===== src/rtl/img_load_ctrl.sv =====
// Image load controller: checks the frame geometry, then scatters a raster pixel
// stream over four byte banks by (x,y) parity and reports row progress to a scaler.
module img_load_ctrl #(
    parameter int ABW  = 13,
    parameter int DIMW = 16
) (
    input  logic            clk,
    input  logic            rst,
    input  logic            frame_start,
    input  logic            abort,
    input  logic [31:0]     img0x,
    input  logic [31:0]     img0y,
    input  logic            s_valid,
    input  logic [7:0]      s_data,
    output logic            s_ready,
    input  logic            finish,
    output logic            wea1,
    output logic            wea2,
    output logic            wea3,
    output logic            wea4,
    output logic            ena1,
    output logic            ena2,
    output logic            ena3,
    output logic            ena4,
    output logic [ABW-1:0]  AA1,
    output logic [ABW-1:0]  AA2,
    output logic [ABW-1:0]  AA3,
    output logic [ABW-1:0]  AA4,
    output logic [7:0]      DA1,
    output logic [7:0]      DA2,
    output logic [7:0]      DA3,
    output logic [7:0]      DA4,
    output logic [31:0]     row_signal,
    output logic            img_start,
    output logic            busy,
    output logic            done,
    output logic            err
);

    typedef enum logic [1:0] {
        IDLE,
        LOAD,
        WAIT_FIN,
        DONE
    } state_t;

    localparam logic [2*DIMW:0] BANK_DEPTH = {{(2*DIMW){1'b0}}, 1'b1} << ABW;

    state_t state, state_nx;

    logic [DIMW-1:0] w_q, h_q, half_w_q;
    logic [DIMW-1:0] x_q, y_q;
    logic [ABW-1:0]  row_base_q;
    logic            pix_done_q;
    logic            row_end_q;
    logic            fin_pend_q;
    logic [3:0]      we_q;
    logic [ABW-1:0]  aa_q [4];
    logic [7:0]      da_q [4];

    logic [DIMW-1:0]   cfg_w, cfg_h, cfg_half_w, cfg_half_h;
    logic [DIMW:0]     cfg_w_p1, cfg_h_p1;
    logic [2*DIMW-1:0] cfg_area;
    logic              cfg_ok;

    logic            take;
    logic            last_col, last_row;
    logic [1:0]      wr_bank;
    logic [ABW-1:0]  wr_addr;
    logic [31:0]     start_rows;

    assign cfg_w = img0x[DIMW-1:0];
    assign cfg_h = img0y[DIMW-1:0];

    generate
        if (DIMW < 32) begin : g_unused
            logic unused_dim_bits;
            assign unused_dim_bits = ^{img0x[31:DIMW], img0y[31:DIMW]};
        end
    endgenerate

    // The single multiply in the block: ceil(W/2)*ceil(H/2) must fit one bank.
    always_comb begin
        cfg_w_p1   = {1'b0, cfg_w} + {{DIMW{1'b0}}, 1'b1};
        cfg_h_p1   = {1'b0, cfg_h} + {{DIMW{1'b0}}, 1'b1};
        cfg_half_w = cfg_w_p1[DIMW:1];
        cfg_half_h = cfg_h_p1[DIMW:1];
        cfg_area   = {{DIMW{1'b0}}, cfg_half_w} * {{DIMW{1'b0}}, cfg_half_h};
        cfg_ok     = (cfg_w != '0) && (cfg_h != '0) && ({1'b0, cfg_area} <= BANK_DEPTH);
    end

    assign take       = s_valid && s_ready && !abort;
    assign last_col   = (x_q == w_q - DIMW'(1));
    assign last_row   = (y_q == h_q - DIMW'(1));
    assign wr_bank    = {y_q[0], x_q[0]};
    assign wr_addr    = row_base_q + ABW'(x_q >> 1);
    assign start_rows = (h_q >= DIMW'(2)) ? 32'd2 : 32'(h_q);

    always_ff @(posedge clk or negedge rst) begin
        if (!rst) begin
            state <= IDLE;
        end else begin
            // NOTE: every clocked register uses <= so all flops sample the same pre-edge values.
            state <= state_nx;
        end
    end

    always_comb begin
        // NOTE: defaults first so no path through the case leaves an output unassigned (no latch).
        state_nx = state;
        s_ready  = 1'b0;
        busy     = (state != IDLE);
        done     = (state == DONE);
        case (state)
            IDLE:     if (frame_start && cfg_ok) state_nx = LOAD;
            LOAD: begin
                s_ready = !pix_done_q;
                if (pix_done_q && row_end_q) state_nx = WAIT_FIN;
            end
            WAIT_FIN: if (finish || fin_pend_q) state_nx = DONE;
            DONE:     state_nx = IDLE;
            default:  state_nx = IDLE;
        endcase
        if (abort) state_nx = IDLE;
    end

    always_ff @(posedge clk or negedge rst) begin
        if (!rst) begin
            w_q        <= '0;
            h_q        <= '0;
            half_w_q   <= '0;
            x_q        <= '0;
            y_q        <= '0;
            row_base_q <= '0;
            pix_done_q <= 1'b0;
            row_end_q  <= 1'b0;
            fin_pend_q <= 1'b0;
            we_q       <= '0;
            row_signal <= '0;
            img_start  <= 1'b0;
            err        <= 1'b0;
            for (int i = 0; i < 4; i++) begin
                aa_q[i] <= '0;
                da_q[i] <= '0;
            end
        end else begin
            we_q      <= '0;
            img_start <= 1'b0;
            row_end_q <= 1'b0;
            if (abort) begin
                row_signal <= '0;
                fin_pend_q <= 1'b0;
                pix_done_q <= 1'b0;
            end else begin
                if (state == IDLE && frame_start) begin
                    w_q      <= cfg_w;
                    h_q      <= cfg_h;
                    half_w_q <= cfg_half_w;
                    err      <= !cfg_ok;
                    if (cfg_ok) begin
                        x_q        <= '0;
                        y_q        <= '0;
                        row_base_q <= '0;
                        row_signal <= '0;
                        pix_done_q <= 1'b0;
                        fin_pend_q <= 1'b0;
                    end
                end

                if (state == LOAD && finish) begin
                    fin_pend_q <= 1'b1;
                end else if (state == WAIT_FIN) begin
                    fin_pend_q <= 1'b0;
                end

                // Row base advances by ceil(W/2) after each odd row: banks hold row pairs.
                if (take) begin
                    we_q[wr_bank] <= 1'b1;
                    aa_q[wr_bank] <= wr_addr;
                    da_q[wr_bank] <= s_data;
                    if (last_col) begin
                        x_q       <= '0;
                        y_q       <= y_q + DIMW'(1);
                        row_end_q <= 1'b1;
                        if (y_q[0]) row_base_q <= row_base_q + ABW'(half_w_q);
                        if (last_row) pix_done_q <= 1'b1;
                    end else begin
                        x_q <= x_q + DIMW'(1);
                    end
                end

                if (row_end_q) begin
                    row_signal <= row_signal + 32'd1;
                    img_start  <= (row_signal + 32'd1 == start_rows);
                end
            end
        end
    end

    assign wea1 = we_q[0];
    assign wea2 = we_q[1];
    assign wea3 = we_q[2];
    assign wea4 = we_q[3];
    assign ena1 = we_q[0];
    assign ena2 = we_q[1];
    assign ena3 = we_q[2];
    assign ena4 = we_q[3];
    assign AA1  = aa_q[0];
    assign AA2  = aa_q[1];
    assign AA3  = aa_q[2];
    assign AA4  = aa_q[3];
    assign DA1  = da_q[0];
    assign DA2  = da_q[1];
    assign DA3  = da_q[2];
    assign DA4  = da_q[3];

endmodule


===== config.mk =====
export PLATFORM = sky130hd
export DESIGN_NAME = img_load_ctrl
export DESIGN_NICKNAME = d
export VERILOG_FILES = /design/src/rtl/img_load_ctrl.sv
export SDC_FILE = /design/constraint.sdc
export NUM_CORES = 1
export LEC_CHECK = 0
export ABC_AREA = 1
export BUFFER_PORTS_ARGS = -buffer_cell sky130_fd_sc_hd__buf_2
export CORE_MARGIN = 10
export CORE_UTILIZATION = 50
export CTS_CLUSTER_DIAMETER = 120
export CTS_CLUSTER_SIZE = 12
export DETAILED_ROUTE_END_ITERATION = 8
export PLACE_DENSITY = 0.69
export SYNTH_ARGS = -nofsm -noshare
export SYNTH_HDL_FRONTEND = slang
export SYNTH_SLANG_ARGS = --single-unit

===== constraint.sdc =====
create_clock -name clk -period 3.6 [get_ports clk]
set_clock_uncertainty 0.2 [all_clocks]
set_input_delay 0.18 -clock clk [delete_from_list [all_inputs] [get_ports clk]]
set_output_delay 0.18 -clock clk [all_outputs]
set_load 0.005 [all_outputs]

==> flow_summary.toml <==
[status]
outcome = "finished with violations"
violations = "setup timing"

[clock_network]
cts_tree = "done"
cts_max_level = 1
cts.path.max_buffers = 3
root_buffer = "clkbuf_16"
cts.sink_count = 217
clk_latency_ns = 0.53
path_clk_slew_ns = 0.06
cts_inserted_buffers = 22

[power_and_ir_drop]
p_switching_w = 0.0155
p_leak_nw = 14.9
internal_power_w = 0.0153
power.share.combinational_pct = 83.1
switching_share_pct = 50.4
seqPwrFrac_pct = 10.2
p_clk_share_pct = 6.7
power_density_nw_per_um2 = 1100
ir_worst_vdd_uv = 2460

[synthesis]
synth_adder_area_share_pct = 26.3
ys_async_sr_fraction_pct = 100
synth_cell_types = 47
syn_avg_cell_area_um2 = 7.45
syn_inst = 2912
synth_seq_cells = 217
synth_top_family_by_area = "simple AND/OR/NAND/NOR gates"
synth_edf_count = 0
synth.area.mux_share_pct = 0
synth-compound-area-share_pct = 5.83
synth_area_um2 = 21700
synth-xor-area-share_pct = 4.44
synth-simple-area-share_pct = 28.1
synthFlopType = "dfrtp_1"
syn_nets = 3328
synth-warning-count = 0
ys_seq_area_share_pct = 25.0

[final_layout]
drive_above_1_share_pct = 24.7
final_area_um2 = 28000
final_cell_mix = "718 x nand2_1, 453 x inv_1, 317 x buf_4, 247 x nor2_1, 217 x dfrtp_1"
final_common_cell = "nand2_1"
num-fill-cells = 3721
area_growth_pct = 29.2
diodes = 0
num-nets-final = 3842

[timing]
slew_headroom_pct = 21.0
timing.final.ws_setup_ns = -3.42
final-max-slew-violation-count = 0
holdWs_ns = 0.0151
fmax_mhz = 143
period_share_pct = 195
setup_viol = 82
tightestPinTransition_ns = 1.18
rsz0062_at_grt = "yes"
hold_viol_final = 0
layout_min_cycle_time_ns = 7.02

[grt]
overflow = 0
grt_max_degree = 109
grt_util_all_layers_pct = 26.5
grt_pass1_vias = 21200
antenna_found_initial = 1
grt_pass1_wl_mm = 114

[critical_path]
cp.required_ns = 3.81
path_common_cell = "fa_1"
crit_path_end_kind = "flip-flop"
slowest_stage = "fa_1"
critPathLaunchType = "input port"
critPathTopFamily = "adder cells"
cp.arrival_ns = 7.23
crit_path_max_fanout = 8
crit_buf_inv = 11
crit_type = "in2reg"
cpPeakStageDelay_ns = 0.56

[floorplan]
die-area_um2 = 52100
io_pins = 207
initial_core_util_pct = 50.5
rows = 76
dieWidth_um = 228
fp.dieH_um = 228
fp.coreArea_um2 = 43000

[run]
cap_violations = 0

[placed_design]
placed_area_um2 = 25800
place_hpwl_mm = 55.5
gp_congestion = 0.991
place_ws_ns = -4.27
portBuffers = 174

[drt]
routedWlPerCell_um = 17.3
postRouteWirelength_mm = 69.3
ant_nets = 0
num_vias = 21100
first_pass_iters = 5
drc = 0
drtIter0Drc = 1620
vias_per_cell = 5.25

[hold_path]
hold_path_class = "in2reg"
kinds of logic (layout without fill, tap and decap cells):
group,Yosys count,count (layout)
buf+inv,580,1095
flops,217,217
xor+xnor,110,110
compound gates,244,244
fa+ha+maj,338,338
simple gates,1423,1423
worst paths after layout:
check | slack (ns) | endpoint | cells after the start | start
min in group asynchronous | 0.06 | DA2[3] | 2 | rst
max in group asynchronous | 2.25 | half_w_q[7] | 3 | rst
max reg2reg | 0.46 | row_base_q[2] | 14 | w_q[0]
min reg2reg | 0.27 | AA2[12] | 2 | AA2[12]
max | -3.42 | row_signal[14] | 37 | img0x[4]
min | 0.02 | w_q[5] | 5 | img0x[5]
registers in the layout, summed over array words and instances (netlist names), 16 cells and up:
| signal | cells |
|---|---|
| h_q | 16 |
| w_q | 16 |
| y_q | 16 |
| x_q | 16 |
| row_signal | 32 |
cells in the mapped netlist (10+ instances only):
| cell | number | area share (%) |
|---|---|---|
| nand2_1 | 783 | 14 |
| inv_1 | 485 | 8.4 |
| nor2_1 | 275 | 4.8 |
| dfrtp_1 | 217 | 25 |
| fa_1 | 196 | 18 |
| nand3_1 | 161 | 3.7 |
| o21ai_0 | 156 | 3.6 |
| ha_1 | 142 | 8.2 |
| xor2_1 | 80 | 3.2 |
| nand4_1 | 77 | 2.2 |
| a21oi_1 | 54 | 1.2 |
| clkbuf_1 | 46 | 0.80 |
| nor3_1 | 35 | 0.81 |
| xnor2_1 | 30 | 1.2 |
| or2_2 | 29 | 0.84 |
| o21ai_1 | 17 | 0.39 |
| clkinv_1 | 16 | 0.28 |
| nand3b_1 | 14 | 0.48 |
| inv_2 | 10 | 0.17 |
routing by layer:
metal  global-route usage [%]  share of wire [%]
met5                        0              0.010
met4                     8.73                3.7
met3                     2.51                4.9
met2                     44.8                 48
met1                     35.3                 43
through the flow:
stage | total power, W | TNS [ns] | cells | utilization (%)
floorplan | 0.0170 | -256.50 | 2912 | -
global placement | 0.0245 | -340.54 | 3910 | 60.1
detailed placement | 0.0247 | -342.73 | 3910 | 60.1
CTS | 0.0289 | -267.95 | 3995 | 64.1
global route | 0.0337 | -299.53 | 4012 | 65.3
finish | 0.0308 | -275.93 | 4012 | 65.3
final cells by class:
type	count	area, µm²	area share, %
clock buffer	23	554	1.98
clock inverter	2	41.3	0.147
inverter	511	1950	6.94
multi-input combinational	2115	15100	54.0
sequential	217	5430	19.4
tap	585	732	2.61
timing repair buffer	559	4210	15.0
worst register-to-register path: cells and delay by family, from the launching register on:
kind	cells	cell delay (ns)
buf+inv	1	0.13
fa+ha+maj	1	0.22
simple gates	11	1.94
xor+xnor	1	0.21
flops	1	0.38
timing repair:
action,CTS,global route
buffers inserted,22,17
resized for setup,144,104
cloned,3,1
endpoints found under the hold margin,171,0
pin swaps,84,98
hold buffers,36,0
setup endpoints to repair,82,82
power by group through the flow:
stage	Clock (W)	Sequential (W)	Combinational, W
5_1_grt	0.00218	0.00319	0.0284
3_3_place_gp	0	0.00315	0.0213
2_1_floorplan	0	0.00308	0.0139
4_1_cts	0.00210	0.00313	0.0237
3_5_place_dp	0	0.00317	0.0215
6_report	0.00206	0.00314	0.0256
(Power assumes the default switching activity.)
